===== src/rtl/ov7670_sccb_sender.sv =====
// rtl/ov7670_sccb_sender.sv - SCCB write master that streams the OV7670 register table to the camera
// Frames are ID/REG/VALUE with released ACK slots; a restart never truncates a frame on the bus.
module ov7670_sccb_sender #(
  parameter logic [7:0] DEV_ID      = 8'h42,
  parameter int         QUARTER_CYC = 125,
  parameter int         POWERUP_CYC = 50000,
  parameter int         SOFTRST_CYC = 50000
) (
  input  logic        clk,
  input  logic        rst,
  input  logic        restart,
  input  logic [15:0] command,
  input  logic        finished,
  output logic        rom_resend,
  output logic        rom_advance,
  output logic        busy,
  output logic        config_done,
  output logic        sioc,
  output logic        siod_o,
  output logic        siod_oe
);
  localparam int WAIT_MAX = (POWERUP_CYC > SOFTRST_CYC) ? POWERUP_CYC : SOFTRST_CYC;
  localparam int WW = $clog2(WAIT_MAX + 1);
  localparam int QW = (QUARTER_CYC > 1) ? $clog2(QUARTER_CYC) : 1;
  localparam logic [WW-1:0] PWR_LAST  = WW'(POWERUP_CYC - 1);
  localparam logic [WW-1:0] SRST_LAST = WW'(SOFTRST_CYC - 1);
  localparam logic [QW-1:0] Q_LAST    = QW'(QUARTER_CYC - 1);

  typedef enum logic [2:0] {
    S_PWR_WAIT, S_FETCH, S_START, S_BITS, S_STOP, S_GAP, S_SRST_WAIT, S_DONE
  } state_t;

  state_t        state_q, state_d;
  logic [WW-1:0] wait_q, wait_d;
  logic [QW-1:0] qcnt_q, qcnt_d;
  logic [1:0]    phase_q, phase_d;
  logic [4:0]    bit_q, bit_d;
  logic [26:0]   shift_q, shift_d;
  logic          is_srst_q, is_srst_d;
  logic          pend_q, pend_d;
  logic          resend_q, resend_d;
  logic          advance_q, advance_d;
  logic          sioc_q, sioc_d;
  logic          siod_q, siod_d;
  logic          oe_q, oe_d;
  logic          busy_q, busy_d;
  logic          done_q, done_d;
  logic          abort, step, to_pwr;

  // Bits 9/18/27 of the frame are the camera's ACK / don't-care slots
  function automatic logic is_ack(input logic [4:0] b);
    return (b == 5'd8) || (b == 5'd17) || (b == 5'd26);
  endfunction

  always_comb begin
    state_d   = state_q;
    wait_d    = wait_q;
    qcnt_d    = qcnt_q;
    phase_d   = phase_q;
    bit_d     = bit_q;
    shift_d   = shift_q;
    is_srst_d = is_srst_q;
    resend_d  = resend_q;
    advance_d = 1'b0;
    sioc_d    = sioc_q;
    siod_d    = siod_q;
    oe_d      = oe_q;
    pend_d    = pend_q | restart;
    abort     = pend_q | restart;
    step      = (qcnt_q == Q_LAST);
    to_pwr    = 1'b0;
    if (state_q inside {S_START, S_BITS, S_STOP, S_GAP})
      qcnt_d = step ? '0 : qcnt_q + 1'b1;

    case (state_q)
      S_PWR_WAIT: begin
        resend_d = 1'b1;
        if (abort) to_pwr = 1'b1;
        else if (wait_q == PWR_LAST) begin
          resend_d = 1'b0;
          wait_d   = '0;
          state_d  = S_FETCH;
        end else wait_d = wait_q + 1'b1;
      end
      S_FETCH: begin
        // command/finished lag the table address by two registered stages
        if (abort) to_pwr = 1'b1;
        else if (wait_q == WW'(1)) begin
          wait_d = '0;
          if (finished) state_d = S_DONE;
          else begin
            shift_d   = {DEV_ID, 1'b1, command[15:8], 1'b1, command[7:0], 1'b1};
            is_srst_d = (command == 16'h1280);
            state_d   = S_START;
            qcnt_d    = '0;
            phase_d   = 2'd0;
            sioc_d    = 1'b1;
            siod_d    = 1'b1;
            oe_d      = 1'b1;
          end
        end else wait_d = wait_q + 1'b1;
      end
      S_START: begin
        if (step) begin
          phase_d = phase_q + 1'b1;
          case (phase_q)
            2'd0: siod_d = 1'b0;
            2'd1: sioc_d = 1'b0;
            default: begin
              state_d = S_BITS;
              phase_d = 2'd0;
              bit_d   = 5'd0;
              siod_d  = shift_q[26];
              oe_d    = 1'b1;
            end
          endcase
        end
      end
      S_BITS: begin
        if (step) begin
          phase_d = phase_q + 1'b1;
          if (phase_q == 2'd1) sioc_d = 1'b1;
          else if (phase_q == 2'd3) begin
            phase_d = 2'd0;
            sioc_d  = 1'b0;
            if (bit_q == 5'd26) begin
              state_d = S_STOP;
              siod_d  = 1'b0;
              oe_d    = 1'b1;
            end else begin
              bit_d   = bit_q + 5'd1;
              shift_d = {shift_q[25:0], 1'b0};
              siod_d  = shift_q[25];
              oe_d    = !is_ack(bit_q + 5'd1);
            end
          end
        end
      end
      S_STOP: begin
        if (step) begin
          phase_d = phase_q + 1'b1;
          if (phase_q == 2'd0) sioc_d = 1'b1;
          else if (phase_q == 2'd1) siod_d = 1'b1;
          else if (phase_q == 2'd3) begin
            if (abort) to_pwr = 1'b1;
            else begin
              state_d   = S_GAP;
              phase_d   = 2'd0;
              advance_d = 1'b1;
            end
          end
        end
      end
      S_GAP: begin
        if (abort) to_pwr = 1'b1;
        else if (step) begin
          phase_d = phase_q + 1'b1;
          if (phase_q == 2'd3) begin
            wait_d  = '0;
            state_d = is_srst_q ? S_SRST_WAIT : S_FETCH;
          end
        end
      end
      S_SRST_WAIT: begin
        if (abort) to_pwr = 1'b1;
        else if (wait_q == SRST_LAST) begin
          wait_d  = '0;
          state_d = S_FETCH;
        end else wait_d = wait_q + 1'b1;
      end
      default: begin
        if (abort) to_pwr = 1'b1;
      end
    endcase

    if (to_pwr) begin
      state_d  = S_PWR_WAIT;
      wait_d   = '0;
      qcnt_d   = '0;
      phase_d  = 2'd0;
      resend_d = 1'b1;
      pend_d   = 1'b0;
      sioc_d   = 1'b1;
      siod_d   = 1'b1;
      oe_d     = 1'b1;
    end
    busy_d = (state_d != S_DONE);
    done_d = (state_d == S_DONE);
  end

  always_ff @(posedge clk or posedge rst) begin
    if (rst) begin
      state_q   <= S_PWR_WAIT;
      wait_q    <= '0;
      qcnt_q    <= '0;
      phase_q   <= 2'd0;
      bit_q     <= 5'd0;
      shift_q   <= '0;
      is_srst_q <= 1'b0;
      pend_q    <= 1'b0;
      resend_q  <= 1'b1;
      advance_q <= 1'b0;
      sioc_q    <= 1'b1;
      siod_q    <= 1'b1;
      oe_q      <= 1'b1;
      busy_q    <= 1'b1;
      done_q    <= 1'b0;
    end else begin
      state_q   <= state_d;
      wait_q    <= wait_d;
      qcnt_q    <= qcnt_d;
      phase_q   <= phase_d;
      bit_q     <= bit_d;
      shift_q   <= shift_d;
      is_srst_q <= is_srst_d;
      pend_q    <= pend_d;
      resend_q  <= resend_d;
      advance_q <= advance_d;
      sioc_q    <= sioc_d;
      siod_q    <= siod_d;
      oe_q      <= oe_d;
      busy_q    <= busy_d;
      done_q    <= done_d;
    end
  end

  assign rom_resend  = resend_q;
  assign rom_advance = advance_q;
  assign busy        = busy_q;
  assign config_done = done_q;
  assign sioc        = sioc_q;
  assign siod_o      = siod_q;
  assign siod_oe     = oe_q;
endmodule


===== config.mk =====
export PLATFORM = sky130hd
export DESIGN_NAME = ov7670_sccb_sender
export DESIGN_NICKNAME = d
export VERILOG_FILES = /design/src/rtl/ov7670_sccb_sender.sv
export SDC_FILE = /design/constraint.sdc
export NUM_CORES = 1
export LEC_CHECK = 0
export BUFFER_PORTS_ARGS = -buffer_cell sky130_fd_sc_hd__buf_4
export CORE_MARGIN = 2
export CORE_UTILIZATION = 62
export CTS_BUF_LIST = sky130_fd_sc_hd__clkbuf_4
export DETAILED_ROUTE_END_ITERATION = 7
export PLACE_DENSITY_LB_ADDON = 0.25
export SETUP_SLACK_MARGIN = 0.5
export SLEW_MARGIN = 20
export SYNTH_ARGS = -nofsm -noshare
export SYNTH_HDL_FRONTEND = slang
export SYNTH_SLANG_ARGS = --single-unit

===== constraint.sdc =====
create_clock -name clk -period 2.8 [get_ports clk]
set_input_delay 0.42 -clock clk [delete_from_list [all_inputs] [get_ports clk]]
set_output_delay 0.42 -clock clk [all_outputs]
set_load 0.02 [all_outputs]

Word-level counts from Yosys, hierarchy flattened
Cells that the tools add are included.
{ "totals": {"reg_bits": 69, "input_bits": 20, "output_inout_bits": 7} }
{ "classes": {"n_addsub": 4, "n_eq_ne": 46, "muxes": 118, "n_bitwise": 3, "reduce_logical": 24} }
{ "ops": {"columns": ["cell", "count"], "rows": [
  ["two-way mux 27 bit", 7],
  ["two-way mux 16 bit", 8],
  ["two-way mux 3 bit", 21],
  ["case mux 27 bit (2 select lines)", 1],
  ["two-way mux 7 bit", 7],
  ["case mux 16 bit (3 select lines)", 1],
  ["two-way mux 1 bit", 43],
  ["inequality test 3 bit, second input constant", 13],
  ["two-way mux 2 bit", 16],
  ["two-way mux 5 bit", 6],
  ["inequality test 3 x 2 -> 1 bit, second input constant", 6],
  ["case mux 3 bit (6 select lines)", 1],
  ["AND reduction 9 bit", 2],
  ["adder 16 x 1 -> 16 bit, second input constant", 1],
  ["equality test 16 x 1 -> 1 bit, second input constant", 1],
  ["equality test 16 x 13 -> 1 bit, second input constant", 1],
  ["equality test 16 bit, second input constant", 1],
  ["inequality test 2 bit, second input constant", 8],
  ["equality test 5 bit, second input constant", 3],
  ["equality test 3 bit, second input constant", 4],
  ["AND reduction 12 bit", 1],
  ["nonzero test 4 bit", 3],
  ["case mux 2 bit (5 select lines)", 1],
  ["case mux 5 bit (2 select lines)", 1],
  ["29 further kinds", 38]
]} }

Longest topological paths before layout
Gate-level depths: netlist of the first run.
{ "depth": {"depth_word": 11, "ltp_mapped": 11} }

Worst setup path before layout of the first run
OpenSTA, ideal clock, no wires.
{ "synth_path": {"path_type": "register to register", "startpoint": "register phase_q[1]", "endpoint": "register phase_q[0]", "arrival_ns": 2.155, "required_ns": 2.721, "slack_ns": 0.565, "path_stages_with_launch": 11, "period_less_slack_ns": 2.235, "path_cell_list": "dfrtp_1 > inv_1 > ha_1 > clkbuf_1 > nor2_1 > nand4_2 > a21oi_2 > buf_6 > nor2_4 > a311oi_4 > mux2i_1"} }
{ "synth_via": {"elab_chain_cells": 8, "word_cells_on_any_way": 30, "cone_classes": "eq/ne (10); mux (16); reduce/logical (4)"} }
{ "synth_lines": {"columns": ["item", "line", "source"], "rows": [
  ["start, declared", "36", "logic [1:0] phase_q, phase_d;"],
  ["start signal, assigned", "212", "phase_q <= phase_d;"],
  ["equality test 2 bit", "123, 144", null],
  ["two-way mux 1 bit", "144", "else if (phase_q == 2'd3) begin"],
  ["two-way mux 1 bit", "143", "else if (phase_q == 2'd1) siod_d = 1'b1;"],
  ["two-way mux 1 bit", "142", "if (phase_q == 2'd0) sioc_d = 1'b1;"],
  ["two-way mux 1 bit", "140", "if (step) begin"],
  ["case mux 1 bit (2 select lines)", "75", "case (state_q)"],
  ["inequality test 3 bit (no line) / nonzero test 6 bit (equally long branches)", null, null],
  ["AND reduction 9 bit (no line)", null, null]
]} }
Several ways; a longest one is shown, not always the timed one. The select of a mux whose other input is x is not followed.
A chain may end at the register's enable or synchronous reset.

Final worst setup path of the first run
{ "layout_path": {"startpoint": "register wait_q[1]", "endpoint": "register oe_q, in the netlist siod_oe"} }
{ "layout_via": {"elab_chain_cells": 3} }
{ "layout_lines": {"columns": ["item", "line", "source"], "rows": [
  ["start, declared", "34", "logic [WW-1:0] wait_q, wait_d;"],
  ["start signal, assigned", "210", "wait_q <= wait_d;"],
  ["equality test 16 x 1 -> 1 bit", "88", "else if (wait_q == WW'(1)) begin"],
  ["inequality test 3 bit (no line)", null, null],
  ["AND reduction 9 bit (no line)", null, null],
  ["end signal, assigned", "205", "oe_q <= 1'b1;"],
  ["end signal, assigned", "221", "oe_q <= oe_d;"],
  ["end, declared", "45", "logic oe_q, oe_d;"]
]} }
Every way passes these cells.

==> results.md, run 1 <==
* FF+latch count, synth at 69
* Sequential share of power at 41.0%
* Failing checks: design-rule violations
* CP Launch Type: flip-flop
* Syn Inst Count at about 450
* Maximum clock frequency at roughly 440 MHz
* Status: complete, but fails checks
* Flop-to-flop setup slack at 510 ps
* Final nets at around 520
* Worst-Skew Late Latency at 420 ps
* Io pins at 27
* Top FF cell, synth: dfrtp_1
* DRT iter0 DRCs at ~280
* Crit end category: flip-flop
* Yosys warnings at 0
* Top-area cell type share of the netlist area at 38.6%
* TritonCTS clock tree: built
* Met1 usage at 35.9%
* Worst IR Drop VDD at around 0.43 mV
* Antenna violations before repair at 0
* Most Crowded Layer GR: met2
* First-pass GRT wire length at 16.0 mm
* Root Driver: clkbuf_4
* EDFF count, synth at 0
* Wirelength per Cell at 17.1 µm
* Switching power at 1.12 mW
* Final Setup Violations at 0
* Count of unique library cells instantiated by Yosys at 65
* Logic pwr share at 39.5%
* GPL Wtd Cong at 0.916
* Hpwl dp at between 6 and 7 mm
* Vias/cell at 6.31
* Mapped Nets at 482
* Leakage Power at between 1.5 and 2 nW
* Synthesized area at 0.00415 mm²
* Clock skew at 17.9 ps
* Met3 GRT Util at between 4 and 5%
* CTS Buffer Depth at 2
* Cts bufs inserted at 9
* Final worst setup slack at 508 ps
* All-layer global routing usage at between 20% and 30%
* Hold Path Cell Cnt at 3
* H-tree depth at 3
* Grt ovf at 0
* Core Box Area at 0.00642 mm²
* Worst Setup Path Type: flip-flop to flip-flop
* Synth area leader: dfrtp_1
* HP Class: input pin to flip-flop
* Slew of the pin with the lowest slew margin at approximately 620 ps
* CTS clk-pin slew, worst paths at 130 ps
* Post-DRT Antenna Nets at 0
* P&R area growth vs syn at 16.3%
* Setup TNS at 0 ps
* Worst Hold Launch: command[7]
* Crit path max fanout at 5
* Final-layout fill cell count at 469
* Pint at 1.79 mW
* Ant diodes at 0
* Reg2reg end: siod_oe
* # rows at 29
* Critical Path AT at 2660 ps
* Ys async rst share at between 90% and 100%
* RSZ-0062 raised after global routing: yes
* Most frequent cell after synthesis: dfrtp_1
* Min Tclk post-route at approximately 2300 ps
* Seq/Total Area, Yosys at about two fifths
* Required time worst endpoint at 3170 ps
* Syn Area/Cell at 9.29 µm²
* Top post-synthesis cells by area: dfrtp_1, nand2_1, ha_1, mux2i_1, dfstp_2
* Final period util at 81.9%
* Clock sinks at 69
* Most common library cells after synthesis: dfrtp_1, nand2_1, nor2_1
* Hold endpoint: shift_q[8]
* Pins Over Slew Limit at 0
* Vias in the first global route at 3423
* WL final at between 9 and 10 mm
* Die area at 0.00737 mm²
* Chip Height at 85.8 µm
* Share of cells above drive strength 1 at 24.1%
* Worst reg2reg startpoint: wait_q[1]
* Pre-CTS setup slack at about 230 ps
* Largest net degree at the start of global routing at 35
* Die X at 85.8 µm
* # port buffers at 26
* Post-layout util at around three quarters
* Clk pwr share at 19.5%
* P per Cell Area at 603 mW/mm²
* Slew HR at 58.0%
* Via Count at 3594
* Final hold vios at 0
* Max-cap violations at 0
* DR DRC count at 1
* Met2 Track Usage GR at between 40% and 50%
* DRT Pass-1 Iters at 7
* Initial core utilization at 64.7%
* Switching Share at between 30% and 40%
* Reg2Reg Depth at 9
-- registers in the layout, summed over array words and instances, names as in the netlist --
register and cells:
state_q 3, bit_q 5, rom_resend 1, sioc 1
is_srst_q 1, siod_o 1, wait_q 16, config_done 1
siod_oe 1, pend_q 1, shift_q 27, phase_q 2
busy 1, rom_advance 1, qcnt_q 7
-- logic make-up (layout without fill, tap and decap cells) --
family                   after synthesis  in the layout  synth area share (%)
AND/OR/NAND/NOR                      180            180                  23.4
AO/OA/AOI/OAI                        112            112                  18.7
flip-flops                            69             69                  41.7
buffers and inverters                 41             87                  4.52
multiplexers                          21             21                  5.15
adder cells (fa/ha/maj)               15             15                  4.52
XOR/XNOR                               9              9                  2.08
-- how the worst max path moves through the flow --
stage	from	endpoint	slack [ps]	cells after the start
after floorplan	phase_q[1]	phase_q[0]	570	10
after detailed placement	phase_q[1]	wait_q[8]	230	9
after global routing	wait_q[1]	config_done	410	8
after global placement	phase_q[1]	wait_q[8]	360	9
final	wait_q[1]	siod_oe	510	9
after CTS	wait_q[1]	config_done	520	7
-- final cells by class --
type	count	area, µm²	share of cell area (%)
inverter	17	63.8	1.32
clock buffer	10	75.1	1.55
sequential	69	1740	36.0
multi-input combinational	337	2400	49.7
clock inverter	6	38.8	0.803
timing repair buffer	54	415	8.60
tap	77	96.3	2.00
-- power groups by stage --
stage | sequential, mW | clock (mW) | combinational, mW
finish | 1.19 | 0.567 | 1.15
detailed placement | 1.20 | 0 | 0.926
global route | 1.20 | 0.618 | 1.25
CTS | 1.19 | 0.572 | 0.989
global placement | 1.20 | 0 | 0.900
floorplan | 1.19 | 0 | 0.697
-- metrics by stage --
step           area [µm²]  std cells  total power [mW]  hold slack, ps
4_1_cts              4640        562              2.75             236
3_5_place_dp         4450        543              2.13             422
2_1_floorplan        4150        447              1.88             455
6_report             4830        570              2.91             253
5_1_grt              4830        570              3.07             243
3_3_place_gp         4450        543              2.10             409
-- per-layer routing --
metal | wire (µm) | part of all wire, %
met3 | 526 | 5.4
met2 | 4740 | 49
met5 | 0 | 0
met1 | 4220 | 43
met4 | 238 | 2.4
-- placed cells by master (no fill, tap or decap), types with 6 or more instances in the layout --
cell type / n
nor2_1: 30
and3_1: 6
nand2_1: 52
buf_4: 51
a21oi_1: 20
o21ai_0: 12
nand4_1: 11
nand3_1: 16
clkbuf_4: 10
nand2b_1: 11
inv_1: 15
ha_1: 11
o21bai_1: 10
dfrtp_1: 60
a22o_1: 6
o31ai_1: 6
mux2i_1: 18
o21ai_1: 18
o2bb2ai_1: 6
-- worst max-delay path, stage by stage (launching register included) --
cell and delay [ps]:
dfrtp_1 440, inv_1 80, ha_2 170, nor4b_4 210
nand4_1 280, buf_4 240, o21a_1 160, nor3_1 220
o22ai_1 170, mux2_2 290
-- repair_timing --
item,in CTS,in global routing
resized for setup,15,23
hold endpoints to repair,15,0
pin swaps,1,5
setup buffers,2,7
hold buffers,1,0
setup endpoints to repair,28,48
cloned,0,1
No activity file was read; power rests on OpenSTA's default activity.
==> inputs of run 2 (changes only) <==
==> constraint.sdc (replaced) <==
create_clock -name clk -period 2.2 [get_ports clk]
set_input_delay 0.33 -clock clk [delete_from_list [all_inputs] [get_ports clk]]
set_output_delay 0.33 -clock clk [all_outputs]
set_load 0.02 [all_outputs]
==> run 2 against run 1 <==
Compared with the run above: synthesized cell count is the same; the run now fails in global routing (5_1_grt); area after synthesis is the same.
==> results.md, run 2 <==
* Worst_ep kind: sequential cell input
* Ys async rst share at 100% (unchanged)
* Mapped Nets at 482 (unchanged)
* Top post-synthesis cells by area: dfrtp_1, nand2_1, ha_1, mux2i_1, dfstp_2
* # port buffers at 26 (unchanged)
* Cts bufs inserted at 9 (unchanged)
* Dpl cells at 588 (+8.3%)
* Hpwl dp at 7.87 mm (+16%)
* Count of unique library cells instantiated by Yosys at 65 (unchanged)
* CTS Buffer Depth at 2 (unchanged)
* Chip Height at 85.8 µm (unchanged)
* DP Area at 0.00499 mm² (+12%)
* GPL Wtd Cong at 0.984 (+7.4%)
* Io pins at 27 (unchanged)
* Worst endpoint after global-route timing repair: is_srst_q$_DFFE_PP0P_/D
* EDFF count, synth at 0 (unchanged)
* # rows at 29 (unchanged)
* Most common library cells after synthesis: dfrtp_1, nand2_1, nor2_1
* Clock sinks at 69 (unchanged)
* Seq/Total Area, Yosys at 41.7% (unchanged)
* Error Message: [ERROR DPL-0038] Utilization greater than 100%, impossible to legalize
* Syn Area/Cell at 9.29 µm² (unchanged)
* Yosys warnings at 0 (unchanged)
* Syn Inst Count at 447 (unchanged)
* Synthesized area at 0.00415 mm² (unchanged)
* Largest net degree at the start of global routing at 70
* Root Driver: clkbuf_4
* Top-area cell type share of the netlist area at 38.6% (unchanged)
* Die X at 85.8 µm (unchanged)
* Initial core utilization at 64.7% (unchanged)
* H-tree depth at 3 (unchanged)
* Stop stage: global routing (5_1_grt)
* FF+latch count, synth at 69 (unchanged)
* Most frequent cell after synthesis: dfrtp_1
* Synth area leader: dfrtp_1
* Top FF cell, synth: dfrtp_1
* Status: did not finish
[run 2: cell counts after synthesis]
No cell type changed its count.
[run 2: logic make-up after synthesis]
logic type	share of synthesized area [%]
buffers and inverters	4.52
adder cells (fa/ha/maj)	4.52
AO/OA/AOI/OAI	18.7
multiplexers	5.15
flip-flops	41.7
AND/OR/NAND/NOR	23.4
XOR/XNOR	2.08
[run 2: what timing repair did]
| item | 4_1_cts |
|---|---|
| hold buffers | 1 |
| pin swaps | 33 |
| setup endpoints to repair | 68 |
| setup buffers | 28 |
| cloned | 4 |
| resized for setup | 74 |
| hold endpoints to repair | 48 |
[run 2: through the flow]
step,hold slack (ps),TNS [ps],setup WS (ps),utilization (%)
after floorplan,454,0,98.9,-
after global placement,461,-535,-65.5,77.7
after detailed placement,463,-1820,-166,77.7
after CTS,145,0,70.5,89.8
==> inputs of run 3 (changes only) <==
--- a/config.mk
+++ b/config.mk
@@ -7,11 +7,9 @@
 export LEC_CHECK = 0
 export BUFFER_PORTS_ARGS = -buffer_cell sky130_fd_sc_hd__buf_4
 export CORE_MARGIN = 2
-export CORE_UTILIZATION = 62
-export CTS_BUF_LIST = sky130_fd_sc_hd__clkbuf_4
+export CORE_UTILIZATION = 40
 export DETAILED_ROUTE_END_ITERATION = 7
-export PLACE_DENSITY_LB_ADDON = 0.25
-export SETUP_SLACK_MARGIN = 0.5
+export PLACE_DENSITY_LB_ADDON = 0.15
 export SLEW_MARGIN = 20
 export SYNTH_ARGS = -nofsm -noshare
 export SYNTH_HDL_FRONTEND = slang
==> run 3 against run 2 <==
Compared with the run above: the flow now finishes, with violations (negative setup slack).
==> results.md, run 3 (synthesized netlist as in run 1, its figures left out) <==
* Worst Setup Path Type: flip-flop to flip-flop
* Area of the multi-input gates at 0.00236 mm²
* Leakage Power at 2.21 nW
* DRT iter0 DRCs at 168
* Worst-Skew Late Latency at 350 ps
* Critical Path AT at 2450 ps
* First-pass GRT wire length at 17.2 mm
* Maximum clock frequency at between 400 and 500 MHz
* TritonCTS clock tree: built
* Switching power at 1.48 mW
* # rows at 37 (+28%)
* Grt ovf at 0
* Initial core utilization at 40.8% (-24 points)
* Required time worst endpoint at 2440 ps
* Sequential share of power at 36.0%
* DP Area at 0.00485 mm² (-2.7%)
* Via Count at 3603
* Top flop regs: shift_q (27), wait_q (16), qcnt_q (7)
* Reg with most FFs: shift_q
* Reg2reg end: config_done
* WL final at between 10 and 15 mm
* Crit path max fanout at 5
* # port buffers at 26 (unchanged)
* Share of cells above drive strength 1 at 27.3%
* Flop-to-flop setup slack at -10 ps
* Setup TNS at -10.8 ps
* P&R area growth vs syn at 25.5%
* CTS Buffer Depth at 2 (unchanged)
* Die area at 0.0112 mm²
* Antenna violations before repair at 0
* Vias in the first global route at 3556
* Io pins at 27 (unchanged)
* Final-layout fill cell count at 979
* GPL Wtd Cong at 0.954 (-3.1%)
* Clock sinks at 69 (unchanged)
* P per Cell Area at a little under 800 mW/mm²
* Wirelength per Cell at ~16 µm
* Worst Hold Launch: command[7]
* Most frequent cells in the layout: buf_4, dfrtp_1, nand2_1
* Final hold vios at 0
* CP Launch Type: flip-flop
* Final nets at ~550
* HP Class: input pin to flip-flop
* Worst IR Drop VDD at 0.369 mV
* Slew of the pin with the lowest slew margin at 467 ps
* Slew HR at between 60% and 70%
* DRT Pass-1 Iters at 4
* RSZ-0062 raised after global routing: yes
* Min Tclk post-route at ~2200 ps
* Root Driver: clkbuf_8
* Failing checks: negative setup slack
* Core Box Area at 0.0102 mm²
* Worst reg2reg startpoint: phase_q[0]
* Final Setup Violations at 1
* Hold endpoint: shift_q[8]
* Post-DRT Antenna Nets at 0
* H-tree depth at 3 (unchanged)
* Cts bufs inserted at 9 (unchanged)
* Max-cap violations at 0
* Final period util at 100%
* Final Cell Area at about 0.0052 mm²
* Ant diodes at 0
* Final worst setup slack at -10.8 ps
* Die X at 106 µm (+23%)
* Reg2Reg Depth at 7
* Chip Height at 106 µm (+23%)
* FF+latch area at approximately 0.0017 mm²
* Largest net degree at the start of global routing at 53
* Pins Over Slew Limit at 0
* Crit end category: flip-flop
* Clk pwr share at 25.8%
* Logic pwr share at 38.2%
* Pint at 2.65 mW
* CTS clk-pin slew, worst paths at 80 ps
* Clock skew at 12.6 ps
* DR DRC count at 0
* Hpwl dp at 7.52 mm (-4.5%)
* Max reg flops at 27
* Most common cell after layout, fill and taps aside: buf_4
* Vias/cell at about 5.5
* Status: complete, but fails checks
* Hold Path Cell Cnt at 3
* Switching Share at 35.8%
* All-layer global routing usage at 19.3%
## run 3: repair_timing
| action | CTS | global route |
|---|---|---|
| endpoints found under the hold margin | 16 | 0 |
| gates resized for setup | 8 | 20 |
| hold buffers | 1 | 0 |
| setup endpoints to repair | 15 | 55 |
| pin swaps | 2 | 3 |
| buffers inserted | 1 | 1 |
## run 3: critical path, cell delays in order (launching register included)
cell and delay [ps]:
dfrtp_1 430, ha_1 250, nand2b_1 160, or4_1 510, and2_1 220, a211oi_2 230
a31oi_2 140, and2_1 150
## run 3: through the flow
stage	utilization (%)	instances	hold slack (ps)	power [mW]	setup WS [ps]
final	51.2	660	246	4.13	-10.8
after global routing	51.2	660	251	4.39	-138
after CTS	50.3	659	233	4.08	2.83
after detailed placement	47.7	641	353	2.94	-64.3
after global placement	47.7	641	356	2.93	-48.5
after floorplan	-	447	455	2.40	30.2
## run 3: cell type report
cell class,count,share of cell area [%]
multi-input cells,337,45.4
flip-flops and latches,69,33.2
repair buffers,85,13.1
well taps,136,3.26
clock buffers,10,2.45
clock inverters,6,1.39
inverters,17,1.22
## run 3: worst max-delay path by stage
stage | startpoint | to | slack (ps) | cells past startpoint
floorplan | phase_q[1] | config_done | 30 | 9
global placement | wait_q[1] | siod_o | -50 | 9
detailed placement | qcnt_q[1] | siod_o | -60 | 8
CTS | phase_q[0] | config_done | 3 | 7
global route | wait_q[13] | qcnt_q[6] | -140 | 8
finish | phase_q[0] | config_done | -10 | 7
## run 3: routing by layer
metal	GRT usage, %	share of wire, %	vias to the layer above
li1	-	-	1765
met1	25.2	46	1747
met2	31.7	49	75
met3	4.23	3.1	16
met4	7.14	2.0	0
met5	0	0	-
## run 3: power groups by stage
stage	combinational, mW	clock [mW]	sequential (mW)
final	1.58	1.06	1.49
after detailed placement	1.45	0	1.50
after CTS	1.50	1.10	1.48
after global placement	1.43	0	1.49
after global routing	1.73	1.16	1.50
after floorplan	0.891	0	1.51
